$ cat src/rtl/block_serializer.sv
// Parallel-to-byte-stream serializer: captures one MAXELEMENTS-byte block and emits
// it LSB byte first on a valid/ready stream, flagging the final byte.
module block_serializer #(
    parameter int MAXELEMENTS = 44,
    parameter int COUNTBITS   = 7
) (
    input  logic                     clk,
    input  logic                     rst,
    input  logic                     load_valid,
    output logic                     load_ready,
    input  logic [MAXELEMENTS*8-1:0] block_in,
    output logic                     byte_valid,
    input  logic                     byte_ready,
    output logic [7:0]               byte_data,
    output logic                     byte_last
);

    localparam int W = MAXELEMENTS * 8;
    localparam logic [COUNTBITS-1:0] LAST_IDX = COUNTBITS'(MAXELEMENTS - 1);

    typedef enum logic {
        IDLE = 1'b0,
        SEND = 1'b1
    } state_t;

    state_t               state_q, state_d;
    logic [COUNTBITS-1:0] count_q, count_d;
    logic [W-1:0]         data_q, data_d;
    logic [W-1:0]         data_shift;
    logic                 beat;
    logic                 load_fire;

    // Byte-lane shift toward lane 0; the top lane is refilled with zero.
    generate
        for (genvar gi = 0; gi < MAXELEMENTS; gi++) begin : g_lane
            if (gi == MAXELEMENTS - 1) begin : g_top
                assign data_shift[8*gi +: 8] = 8'h00;
            end else begin : g_mid
                assign data_shift[8*gi +: 8] = data_q[8*(gi+1) +: 8];
            end
        end
    endgenerate

    // Outputs come straight from registers so reset drops them asynchronously.
    assign byte_valid = (state_q == SEND);
    assign byte_last  = byte_valid & (count_q == LAST_IDX);
    assign byte_data  = data_q[7:0];
    assign beat       = byte_valid & byte_ready;
    assign load_ready = (state_q == IDLE) | (beat & byte_last);
    assign load_fire  = load_valid & load_ready;

    always_comb begin
        state_d = state_q;
        count_d = count_q;
        data_d  = data_q;
        case (state_q)
            IDLE: begin
                if (load_fire) begin
                    state_d = SEND;
                    count_d = '0;
                    data_d  = block_in;
                end
            end
            SEND: begin
                if (load_fire) begin
                    // Last beat overlapped with a new load: no bubble between blocks.
                    state_d = SEND;
                    count_d = '0;
                    data_d  = block_in;
                end else if (beat) begin
                    data_d = data_shift;
                    if (byte_last) begin
                        state_d = IDLE;
                        count_d = '0;
                    end else begin
                        count_d = count_q + COUNTBITS'(1);
                    end
                end
            end
            default: begin
                state_d = IDLE;
                count_d = '0;
                data_d  = '0;
            end
        endcase
    end

    always_ff @(posedge clk or posedge rst) begin
        if (rst) begin
            state_q <= IDLE;
            count_q <= '0;
            data_q  <= '0;
        end else begin
            state_q <= state_d;
            count_q <= count_d;
            data_q  <= data_d;
        end
    end

endmodule
$ cat config.mk
export PLATFORM = sky130hd
export DESIGN_NAME = block_serializer
export DESIGN_NICKNAME = d
export VERILOG_FILES = /design/src/rtl/block_serializer.sv
export SDC_FILE = /design/constraint.sdc
export NUM_CORES = 1
export LEC_CHECK = 0
export ABC_CLOCK_PERIOD_IN_PS = 13800
export CORE_MARGIN = 10
export CORE_UTILIZATION = 40
export DETAILED_ROUTE_END_ITERATION = 8
export PLACE_DENSITY = 0.68
export SYNTH_ARGS = -nofsm -noshare
export SYNTH_HDL_FRONTEND = slang
export SYNTH_SLANG_ARGS = --single-unit
$ cat constraint.sdc
create_clock -name clk -period 13.8 [get_ports clk]
set_input_delay 3.45 -clock clk [delete_from_list [all_inputs] [get_ports clk]]
set_output_delay 3.45 -clock clk [all_outputs]
set_load 0.05 [all_outputs]
# Word-level counts from Yosys, hierarchy flattened
# Index checks and enable logic that the tools add are counted.
# W data, S select, Z words.
# totals
ff_bits	360
latchBits	0
mem_bits_rw	0
mem_bits_ro	0
inputBits	356
output_inout_bits	11
elab_cells	28
memories	0
# op_classes
addsub	1
multipliers	0
n_div	0
order_cmp	0
eq_ne	3
shifts	0
muxes	14
n_bitwise	6
reduce_logical	1
# op_table
cell	count
$mux W352	3
$pmux W352 S2	1
$mux W7	4
$pmux W7 S2	1
$add A7 B1 Y7 const B	1
$eq A7 B6 Y1 const B	1
$and A1 B1 Y1	4
$mux W1	4
$ne A3 B1 Y1 const B	1
$ne A2 B2 Y1 const B	1
$pmux W1 S2	1
$reduce_and A2 Y1	1
$not A1 Y1	1
$or A1 B1 Y1	1

# Logic depth before layout (Yosys ltp)
# Gate-level depths: netlist of the first run.
# depth
word_depth	7
mapped_depth	8
ltp_nobuf	5

# Worst setup path before layout of the first run
# OpenSTA, ideal clock, no wires.
# synth_timing
kind	input-to-output
start	input byte_ready
end	output load_ready
arrival_time_ns	3.916
t_required_ns	10.350
slack_ns	6.434
cell_stages	2
cell_sequence	nand3_1 -> nand2_1
# synth_between
elab_chain_len	3
# synth_rtl
item	line	rtl
from (decl)	13	input logic byte_ready,
$and A1 B1 Y1	48	assign beat = byte_valid & byte_ready;
$and A1 B1 Y1	49	assign load_ready = (state_q == IDLE) | (beat & byte_last);
$or A1 B1 Y1	49	
to (decl)	10	output logic load_ready,
# Every way passes these cells.

# Worst setup path after layout of the first run
# Same ends and word-level chain as after synthesis.

==> impl_metrics.json, run 1 <==
{
  "final_area_mm2": 0.0228,
  "initial_core_util": 0.405,
  "vdd_ir_drop_max_mv": 0.0738,
  "final_layout_size_suffix_gt1_frac": 0.0385,
  "synth.avg_cell_area_um2": 8.01,
  "number_of_gates_given_a_new_drive_strength_after_cts": 0,
  "dp.final_hpwl_mm": 36.8,
  "worst-endpoint-arrival_ns": 5.45,
  "timing.critical_path.to_type": "primary output",
  "synthDistinctLibCells": 30,
  "worst_pin_slew_ns": 1.27,
  "final_total_negative_setup_slack_ns": 0,
  "routedWlPerCell_um": 19.1,
  "rrSetupSlack_ns": 9.41,
  "core_mm2": 0.0432,
  "worst_setup_path_category": "in -> out",
  "fin_crit_share": 0.645,
  "die_area_mm2": 0.0525,
  "grt_setup_unrepaired": "false",
  "cts_made_buffers": 42,
  "max_clock_freq_ghz": 0.112,
  "slew_viol_final": 0,
  "cts-hold-fix-buffers": 0,
  "filler_cell_count": 4100,
  "synthesis.yosys.warnings": 0,
  "netlist_area_mm2": 0.0175,
  "finish.net_count": 2767,
  "worst_setup_path_start_kind": "primary input",
  "setup_viol": 0,
  "max-cap-violations": 0,
  "clock_sink_count": 360,
  "core.rowCount": 76,
  "avgViaCountPerCell": 5.49,
  "vias": 16700,
  "flow.area_growth_from_synthesis_pct": 30.3,
  "gp_congestion": 0.822,
  "grt_start_max_net_pins": 220,
  "grt_pass1_vias": 16400,
  "drt_iter0_drc": 1716,
  "placement.io_buffers": 366,
  "ys_seq_area_frac": 0.515,
  "antenna_found_initial": 16,
  "grt.total_usage": 0.214,
  "max-slew-margin-rel": 0.153,
  "postSynthRegisterBits": 360,
  "leakage_dissipation_nw": 9.66,
  "power-per-cell-area_mw_per_mm2": 145,
  "hold_class": "reg -> reg",
  "post_cts_buffers": 0,
  "clock_tree.root_cell": "sky130_fd_sc_hd__clkbuf_16",
  "synthCells": 2184,
  "die-height_um": 229,
  "timing.final.crit_period_ns": 8.90,
  "clk_path_buf_depth": 3,
  "postPlaceCellArea_mm2": 0.0212,
  "worst-endpoint-required_ns": 10.35,
  "number_of_detailed_route_iterations_in_the_first_pass": 5,
  "hold_viol_final": 0,
  "floorplan.io_pins": 367,
  "timing.clock.skew_ns": 0.0211,
  "detail_route.drc_violations": 0,
  "synth_fp_nets": 2541,
  "crit_fanout": 7,
  "cts_max_level": 2,
  "grt_first_pass_wirelength_mm": 92.2,
  "clock_insertion_delay_worst_skew_ns": 0.57,
  "clkSlewWorstSetupHoldPaths_ns": 0.06,
  "die_width_um": 229,
  "grt.overflow.total": 0,
  "postRouteAntennaNets": 0,
  "drt-total-wl_mm": 58.0,
  "cts_tree": "yes",
  "run_status": "finished, final reports clean"
}
[report_power, final]
part / internal, mW / switching, mW
Sequential: 1.29 / 0.141
Clock: 0.822 / 0.462
Combinational: 0.270 / 0.316
Total: 2.38 / 0.919
[through the flow]
stage / instances / hold slack (ns) / setup WS, ns / util / total power, mW
after CTS: 3028 / 0.508 / 4.91 / 0.527 / 3.33
final: 3036 / 0.507 / 4.90 / 0.528 / 3.30
after global placement: 2951 / 0.489 / 4.98 / 0.490 / 2.01
after global routing: 3033 / 0.525 / 4.83 / 0.527 / 3.48
after floorplan: 2184 / 0.473 / 0.360 / - / 1.78
after detailed placement: 2951 / 0.492 / 4.93 / 0.490 / 2.03
[cell type report]
| cell class | count | area [um^2] | share of cell area |
|---|---|---|---|
| multi-input cells | 1621 | 7590 | 0.333 |
| repair buffers | 382 | 3810 | 0.167 |
| inverters | 3 | 18.8 | 0.000824 |
| well taps | 585 | 732 | 0.0321 |
| diodes | 8 | 20.0 | 0.000879 |
| flip-flops and latches | 360 | 9010 | 0.395 |
| clock buffers | 62 | 1270 | 0.0556 |
| clock inverters | 15 | 329 | 0.0144 |
[metal layers]
metal / track usage / vias to the layer above / part of all wire
li1: - / 7957 / -
met1: 0.298 / 8036 / 0.46
met2: 0.322 / 544 / 0.45
met3: 0.0559 / 101 / 0.069
met4: 0.0571 / 16 / 0.022
met5: 0 / - / 0.0018
[synthesized netlist by cell type]
cell type,count,area [um^2]
sky130_fd_sc_hd__xor2_1,4,35.0
sky130_fd_sc_hd__ha_1,1,12.5
sky130_fd_sc_hd__nand4_1,2,12.5
sky130_fd_sc_hd__a41oi_1,1,8.76
sky130_fd_sc_hd__and4_1,1,8.76
sky130_fd_sc_hd__buf_2,55,275
sky130_fd_sc_hd__a22o_1,9,78.8
sky130_fd_sc_hd__a21boi_1,1,7.51
sky130_fd_sc_hd__nor4b_1,1,8.76
sky130_fd_sc_hd__nand2_1,551,2070
sky130_fd_sc_hd__o22ai_1,147,920
sky130_fd_sc_hd__o31ai_1,1,7.51
sky130_fd_sc_hd__buf_4,9,67.6
sky130_fd_sc_hd__and3_1,1,6.26
sky130_fd_sc_hd__nand2b_1,1,6.26
sky130_fd_sc_hd__nand3_1,2,10.0
sky130_fd_sc_hd__and2_1,2,12.5
sky130_fd_sc_hd__inv_1,3,11.3
sky130_fd_sc_hd__a31oi_1,198,1240
sky130_fd_sc_hd__buf_6,11,124
sky130_fd_sc_hd__a21oi_1,146,731
sky130_fd_sc_hd__xnor2_1,1,8.76
sky130_fd_sc_hd__dfrtp_1,360,9010
sky130_fd_sc_hd__o21ai_0,198,991
sky130_fd_sc_hd__nor2_1,350,1310
sky130_fd_sc_hd__clkbuf_1,123,462
sky130_fd_sc_hd__mux2i_1,1,10.0
sky130_fd_sc_hd__nor4b_4,1,23.8
sky130_fd_sc_hd__mux2_2,1,11.3
sky130_fd_sc_hd__buf_1,2,7.51
[cell usage in the layout (no fill, tap or decap), drive strengths merged, types with 4 or more instances in the layout]
cell           instances
nand2                551
a22o                   9
bufinv                10
a21oi                146
dfrtp                360
o21ai                198
clkbuf                62
clkdlybuf4s50        366
buf                   16
inv                    4
clkinv                 4
nor2                 350
xor2                   4
a31oi                198
diode                  8
o22ai                147
[worst paths after layout]
check | startpoint | to | cells past startpoint
min in group asynchronous | rst | data_q[301] | 2
setup / recovery | byte_ready | load_ready | 4
setup reg to reg | byte_valid | data_q[173] | 6
hold reg to reg | data_q[349] | data_q[349] | 1
hold / removal | data_q[349] | data_q[349] | 1
max in group asynchronous | rst | data_q[234] | 4
[flip-flops by register name, indices dropped and copies added, names as in the netlist]
register,cells
count_q,7
data_q,352
byte_valid,1
[logic make-up (layout without fill, tap and decap cells)]
group,count (synthesis),after routing,synth area share
xor gates and xnor gates,5,5,0.00250
AOI/OAI and AO/OA,701,701,0.228
adders and majority gates,1,1,0.000715
and+or+nand+nor,912,912,0.198
DFF,360,360,0.515
other,0,8,0
muxes,2,2,0.00122
buffers and inverters,203,462,0.0542
[critical path, cell delays in order]
cell	delay [ns]
sky130_fd_sc_hd__clkdlybuf4s50_1	0.75
sky130_fd_sc_hd__nand3_1	0.23
sky130_fd_sc_hd__nand2_1	0.15
sky130_fd_sc_hd__clkdlybuf4s50_1	0.86
Power figures use the tool's default switching activity.
==> run 2: changes to the inputs <==
--- a/config.mk
+++ b/config.mk
@@ -5,7 +5,7 @@
 export SDC_FILE = /design/constraint.sdc
 export NUM_CORES = 1
 export LEC_CHECK = 0
-export ABC_CLOCK_PERIOD_IN_PS = 13800
+export ABC_CLOCK_PERIOD_IN_PS = 7150
 export CORE_MARGIN = 10
 export CORE_UTILIZATION = 40
 export DETAILED_ROUTE_END_ITERATION = 8
==> constraint.sdc (replaced) <==
create_clock -name clk -period 7.15 [get_ports clk]
set_input_delay 1.7875 -clock clk [delete_from_list [all_inputs] [get_ports clk]]
set_output_delay 1.7875 -clock clk [all_outputs]
set_load 0.05 [all_outputs]
==> impl_metrics.json, run 2 <==
{
  "gp_congestion": 0.809,
  "flow.stopped_at": "5_1_grt",
  "synthDistinctLibCells": 30,
  "synth.avg_cell_area_um2": 8.01,
  "postSynthRegisterBits": 360,
  "post-synth-top-count-cell": "sky130_fd_sc_hd__nand2_1",
  "biggest_area_contributors_in_the_synthesized_netlist": "sky130_fd_sc_hd__dfrtp_1 52%, sky130_fd_sc_hd__nand2_1 12%, sky130_fd_sc_hd__nor2_1 7.5%",
  "ys_seq_area_frac": 0.515,
  "postPlaceCellArea_mm2": 0.0213,
  "netlist_area_mm2": 0.0175,
  "tool.error": "[ERROR GRT-0228] Horizontal edge usage exceeds the maximum allowed. (14, 14) usage=65535 limit=3200",
  "clock_sink_count": 360,
  "run_status": "stopped before the end",
  "post_cts_buffers": 0,
  "dp.final_hpwl_mm": 36.7,
  "yosysTopAreaCell": "sky130_fd_sc_hd__dfrtp_1",
  "antenna_found_initial": 23,
  "placement.io_buffers": 366,
  "cts_made_buffers": 41,
  "clock_tree.root_cell": "sky130_fd_sc_hd__clkbuf_16",
  "number_of_gates_given_a_new_drive_strength_after_cts": 0,
  "die_width_um": 229,
  "synthTopCellsByCount": "551 x sky130_fd_sc_hd__nand2_1, 360 x sky130_fd_sc_hd__dfrtp_1, 350 x sky130_fd_sc_hd__nor2_1",
  "ffs_w_async_s_r_synth": 1.00,
  "synth_fp_nets": 2541,
  "initial_core_util": 0.405,
  "cts_max_level": 2,
  "floorplan.io_pins": 367,
  "core.rowCount": 76,
  "die-height_um": 229,
  "synth_top_cell_area_share": 0.515,
  "most_used_dff_post_synth": "sky130_fd_sc_hd__dfrtp_1",
  "synthesis.yosys.warnings": 0,
  "edff_count_synth": 0,
  "cts-hold-fix-buffers": 0,
  "clk_path_buf_depth": 3,
  "grt_start_max_net_pins": 189,
  "synthCells": 2184
}
## run 2: cell counts after synthesis
Identical to the previous run, type by type.
## run 2: per-stage QoR
stage,worst slack (ns),cells
floorplan,0.536,2184
global placement,1.64,2954
detailed placement,1.62,2954
CTS,1.60,3022
## run 2: cell families after synthesis
family	Yosys count	share of synthesized area
buffers and inverters	203	0.0542
AOI/OAI and AO/OA	701	0.228
and+or+nand+nor	912	0.198
xor gates and xnor gates	5	0.00250
adders and majority gates	1	0.000715
DFF	360	0.515
muxes	2	0.00122
==> run 3: changes to the inputs <==
==> config.mk (replaced) <==
export PLATFORM = sky130hd
export DESIGN_NAME = block_serializer
export DESIGN_NICKNAME = d
export VERILOG_FILES = /design/src/rtl/block_serializer.sv
export SDC_FILE = /design/constraint.sdc
export NUM_CORES = 1
export LEC_CHECK = 0
export ABC_CLOCK_PERIOD_IN_PS = 9290
export CORE_MARGIN = 10
export CORE_UTILIZATION = 25
export DETAILED_ROUTE_END_ITERATION = 8
export PLACE_DENSITY_LB_ADDON = 0.15
export SYNTH_ARGS = -nofsm -noshare
export SYNTH_HDL_FRONTEND = slang
export SYNTH_SLANG_ARGS = --single-unit
==> constraint.sdc (replaced) <==
create_clock -name clk -period 9.29 [get_ports clk]
set_input_delay 2.3225 -clock clk [delete_from_list [all_inputs] [get_ports clk]]
set_output_delay 2.3225 -clock clk [all_outputs]
set_load 0.05 [all_outputs]
==> impl_metrics.json, run 3 (synthesis results as in run 1) <==
{
  "power-per-cell-area_mw_per_mm2": 211,
  "initial_core_util": 0.254,
  "cts_max_level": 2,
  "postRouteAntennaNets": 0,
  "max_clock_freq_ghz": 0.151,
  "clock_sink_count": 360,
  "slew_viol_final": 0,
  "core.rowCount": 96,
  "post-place-cells": 3295,
  "clk_path_buf_depth": 3,
  "flow.area_growth_from_synthesis_pct": 33.1,
  "antenna_found_initial": 18,
  "setup_viol": 0,
  "worst-endpoint-required_ns": 6.97,
  "most-common-layout-cells": "549 x sky130_fd_sc_hd__nand2_1, 366 x sky130_fd_sc_hd__clkdlybuf4s50_1, 360 x sky130_fd_sc_hd__dfrtp_1",
  "grt_first_pass_wirelength_mm": 103,
  "routedWlPerCell_um": 19.4,
  "clock_tree.root_cell": "sky130_fd_sc_hd__clkbuf_16",
  "number_of_detailed_route_iterations_in_the_first_pass": 5,
  "timing.final.crit_period_ns": 6.61,
  "placement.io_buffers": 366,
  "cts_tree": "yes",
  "clock_insertion_delay_worst_skew_ns": 0.59,
  "die-height_um": 284,
  "clkSlewWorstSetupHoldPaths_ns": 0.05,
  "cts-hold-fix-buffers": 0,
  "grt.overflow.total": 0,
  "finish.utilization": 0.338,
  "die_area_mm2": 0.0809,
  "postLayoutSetupSlackWorst_ns": 2.68,
  "finish.net_count": 2769,
  "crit_fanout": 7,
  "drt_iter0_drc": 1385,
  "hold_viol_final": 0,
  "die_width_um": 284,
  "largest_reg_flops": 352,
  "timing.critical_path.to_type": "primary output",
  "gp_congestion": 0.756,
  "worst_setup_path_start_kind": "primary input",
  "post-place-ws_ns": 2.69,
  "cts_made_buffers": 46,
  "reg2reg_depth": 5,
  "post_layout_nonfiller_instances": 3390,
  "timing.clock.skew_ns": 0.0259,
  "worst_r2r_startpoint": "byte_valid",
  "final_layout_size_suffix_gt1_frac": 0.0408,
  "vias": 16600,
  "drt-total-wl_mm": 65.9,
  "number_of_gates_given_a_new_drive_strength_after_cts": 0,
  "final_total_negative_setup_slack_ns": 0,
  "worstSetupEndpoint": "load_ready",
  "worst_setup_path_category": "in -> out",
  "critical_path.startpoint": "byte_ready",
  "floorplan.io_pins": 367,
  "vdd_ir_drop_max_mv": 0.127,
  "fin_crit_share": 0.712,
  "rrSetupSlack_ns": 5.85,
  "avgViaCountPerCell": 4.90,
  "mostFrequentLayoutCell": "sky130_fd_sc_hd__nand2_1",
  "grt_start_max_net_pins": 223,
  "worst-endpoint-arrival_ns": 4.29,
  "run_status": "finished, final reports clean",
  "post_cts_buffers": 0,
  "worst_pin_slew_ns": 1.38,
  "hold_class": "reg -> reg",
  "grt_setup_unrepaired": "false",
  "leakage_dissipation_nw": 9.68,
  "top_register": "data_q",
  "dp.final_hpwl_mm": 40.6,
  "core_mm2": 0.0689,
  "worst_r2r_endpoint": "count_q[1]",
  "max-slew-margin-rel": 0.0781,
  "grt.total_usage": 0.157,
  "grt_pass1_vias": 16600,
  "detail_route.drc_violations": 0,
  "max-cap-violations": 0
}
[run 3: area by class of cell]
type                    instances  area, um^2
inverters                       3        15.0
repair buffers                380        3860
fillers                      7279       45700
diodes                         10        25.0
clock inverters                17         191
multi-input cells            1621        7590
well taps                     931        1160
clock buffers                  68        1420
flip-flops and latches        360        9010
[run 3: worst min-delay path by stage]
| stage | cells past startpoint | slack [ns] | to | startpoint |
|---|---|---|---|---|
| final | 1 | 0.50 | data_q[346] | data_q[346] |
| after floorplan | 1 | 0.47 | data_q[344] | data_q[344] |
| after CTS | 1 | 0.51 | data_q[346] | data_q[346] |
| after detailed placement | 1 | 0.49 | data_q[344] | data_q[344] |
| after global routing | 1 | 0.52 | data_q[344] | data_q[344] |
| after global placement | 1 | 0.49 | data_q[346] | data_q[346] |
[run 3: per-layer routing]
metal,vias to the layer above,track usage,part of all wire
li1,7977,-,-
met1,8120,0.219,0.47
met2,418,0.239,0.45
met3,91,0.0369,0.056
met5,-,0,0.0014
met4,16,0.0438,0.019
[run 3: worst max-delay path, cell delays in order]
cell and delay [ns]:
sky130_fd_sc_hd__clkdlybuf4s50_1 0.76, sky130_fd_sc_hd__nand3_1 0.21, sky130_fd_sc_hd__nand2_1 0.16, sky130_fd_sc_hd__clkdlybuf4s50_1 0.82
[run 3: through the flow]
step	cell area [um^2]	hold slack (ns)	power (mW)
after floorplan	17500	0.473	2.65
after global placement	21600	0.490	3.02
after detailed placement	21600	0.494	3.04
after CTS	23200	0.509	4.99
after global routing	23300	0.522	5.20
final	23300	0.505	4.91
[run 3: power breakdown]
part           switching (mW)  internal, mW
sequential              0.221          1.92
combinational           0.466         0.403
clock                   0.739          1.16
==> run 4: changes to the inputs <==
--- a/config.mk
+++ b/config.mk
@@ -5,7 +5,7 @@
 export SDC_FILE = /design/constraint.sdc
 export NUM_CORES = 1
 export LEC_CHECK = 0
-export ABC_CLOCK_PERIOD_IN_PS = 9290
+export ABC_CLOCK_PERIOD_IN_PS = 5800
 export CORE_MARGIN = 10
 export CORE_UTILIZATION = 25
 export DETAILED_ROUTE_END_ITERATION = 8
==> constraint.sdc (replaced) <==
create_clock -name clk -period 5.8 [get_ports clk]
set_input_delay 1.45 -clock clk [delete_from_list [all_inputs] [get_ports clk]]
set_output_delay 1.45 -clock clk [all_outputs]
set_load 0.05 [all_outputs]
==> impl_metrics.json, run 4 (synthesis results as in run 1) <==
{
  "run_status": "finished, final reports clean",
  "dp.final_hpwl_mm": 43.8,
  "clkSlewWorstSetupHoldPaths_ns": 0.06,
  "worst-endpoint-required_ns": 4.35,
  "routedWlPerCell_um": 19.5,
  "max-slew-margin-rel": 0.244,
  "timing.critical_path.max_delay_family": "buffers and inverters",
  "top_register": "data_q",
  "power-per-cell-area_mw_per_mm2": 329,
  "post_layout_nonfiller_instances": 3406,
  "timing.final.crit_period_ns": 4.82,
  "fin_crit_share": 0.831,
  "antenna_found_initial": 11,
  "gp_congestion": 0.771,
  "avgViaCountPerCell": 4.88,
  "finish.utilization": 0.340,
  "crit_fanout": 7,
  "grt_first_pass_wirelength_mm": 103,
  "largest_reg_flops": 352,
  "timing.critical_path.to_type": "primary output",
  "clk_path_buf_depth": 3,
  "worstPathCellList": "clkdlybuf4s50_1 -> nand3_1 -> nand2_1 -> clkdlybuf4s50_1",
  "initial_core_util": 0.254,
  "filler_cell_count": 7280,
  "worst_setup_path_start_kind": "primary input",
  "postRouteAntennaNets": 0,
  "post-place-ws_ns": 0.975,
  "max_clock_freq_ghz": 0.207,
  "timing.critical_path.slowest_cell_delay_ns": 0.82,
  "grt.total_usage": 0.159,
  "number_of_detailed_route_iterations_in_the_first_pass": 5,
  "global_route_hottest_layer": "met2",
  "cts_tree": "yes",
  "floorplan.io_pins": 367,
  "cts-hold-fix-buffers": 0,
  "post-place-cells": 3320,
  "clock_insertion_delay_worst_skew_ns": 0.57,
  "hold_class": "reg -> reg",
  "worst_setup_path_category": "in -> out",
  "vias": 16600,
  "grt.met2_usage": 0.247,
  "gr-usage-met3": 0.0336,
  "slew_viol_final": 0,
  "grt_start_max_net_pins": 131,
  "placement.io_buffers": 366,
  "clock_sink_count": 360,
  "postLayoutSetupSlackWorst_ns": 0.978,
  "cts_made_buffers": 45,
  "worst_path_max_delay_cell": "sky130_fd_sc_hd__clkdlybuf4s50_1",
  "grt_setup_unrepaired": "false",
  "worst-endpoint-arrival_ns": 3.37,
  "clock_tree.root_cell": "sky130_fd_sc_hd__clkbuf_16",
  "drt-total-wl_mm": 66.3,
  "number_of_gates_given_a_new_drive_strength_after_cts": 0,
  "core_mm2": 0.0689,
  "timing.clock.skew_ns": 0.0110,
  "crit_top_cell": "sky130_fd_sc_hd__clkdlybuf4s50_1",
  "grt_pass1_vias": 16600,
  "post_cts_buffers": 0,
  "die_width_um": 284,
  "grt_util_met1": 0.223,
  "leakage_dissipation_nw": 9.79,
  "final_area_mm2": 0.0235,
  "vdd_ir_drop_max_mv": 0.194,
  "worst_pin_slew_ns": 1.13,
  "hold_viol_final": 0,
  "cts_max_level": 2,
  "core.rowCount": 96,
  "drt_iter0_drc": 1250,
  "detail_route.drc_violations": 0,
  "final_layout_size_suffix_gt1_frac": 0.0485,
  "setup_viol": 0,
  "postPlaceCellArea_mm2": 0.0219,
  "grt.overflow.total": 0,
  "die_area_mm2": 0.0809,
  "most-common-layout-cells": "549 x sky130_fd_sc_hd__nand2_1, 366 x sky130_fd_sc_hd__clkdlybuf4s50_1, 360 x sky130_fd_sc_hd__dfrtp_1",
  "finish.net_count": 2793,
  "max-cap-violations": 0,
  "die-height_um": 284,
  "flow.area_growth_from_synthesis_pct": 34.2,
  "mostFrequentLayoutCell": "sky130_fd_sc_hd__nand2_1",
  "buffer_and_inverter_count_on_the_worst_path": 2
}
[run 4: cell count changes in the layout (fill, tap and decap cells not counted), moves of 2 or more]
cell	previous run	this run
sky130_fd_sc_hd__clkbuf_8	12	17
sky130_fd_sc_hd__bufinv_16	4	1
sky130_fd_sc_hd__buf_12	7	16
sky130_fd_sc_hd__clkinv_2	11	7
sky130_fd_sc_hd__clkbuf_1	7	10
sky130_fd_sc_hd__buf_4	7	23
sky130_fd_sc_hd__clkbuf_16	49	47
sky130_fd_sc_hd__diode_2	10	3
[run 4: worst paths after layout]
path | startpoint | end | slack [ns] | cells past startpoint
hold reg to reg | data_q[351] | data_q[351] | 0.51 | 1
setup / recovery | byte_ready | load_ready | 0.98 | 4
hold / removal | data_q[351] | data_q[351] | 0.51 | 1
min in group asynchronous | rst | data_q[135] | 1.39 | 2
max in group asynchronous | rst | data_q[301] | 3.19 | 3
setup reg to reg | byte_valid | data_q[286] | 2.82 | 5
[run 4: layer usage]
| layer | vias to the layer above | part of all wire | wire length, um |
|---|---|---|---|
| met4 | 14 | 0.015 | 986 |
| met5 | - | 0.0013 | 86 |
| li1 | 8024 | - | - |
| met3 | 81 | 0.049 | 3240 |
| met2 | 388 | 0.46 | 30200 |
| met1 | 8098 | 0.48 | 31800 |
[run 4: final cells by class]
type	instances	area, um^2	area share
antenna	3	7.51	0.000320
clock buffer	74	1450	0.0617
clock inverter	9	73.8	0.00315
inverter	3	15.0	0.000640
multi-input combinational	1621	7590	0.324
sequential	360	9010	0.384
tap	931	1160	0.0496
timing repair buffer	405	4160	0.177
[run 4: where the power goes]
part / internal (mW) / switching, mW / total, mW
registers: 3.07 / 0.334 / 3.40
logic: 0.658 / 0.776 / 1.43
clock network: 1.74 / 1.14 / 2.88
[run 4: through the flow]
step	total power, mW	setup TNS [ns]	hold WS [ns]
6_report	7.71	0	0.507
4_1_cts	7.84	0	0.509
3_5_place_dp	4.89	0	0.495
5_1_grt	8.18	0	0.517
3_3_place_gp	4.86	0	0.490
2_1_floorplan	4.25	-171.46	0.473
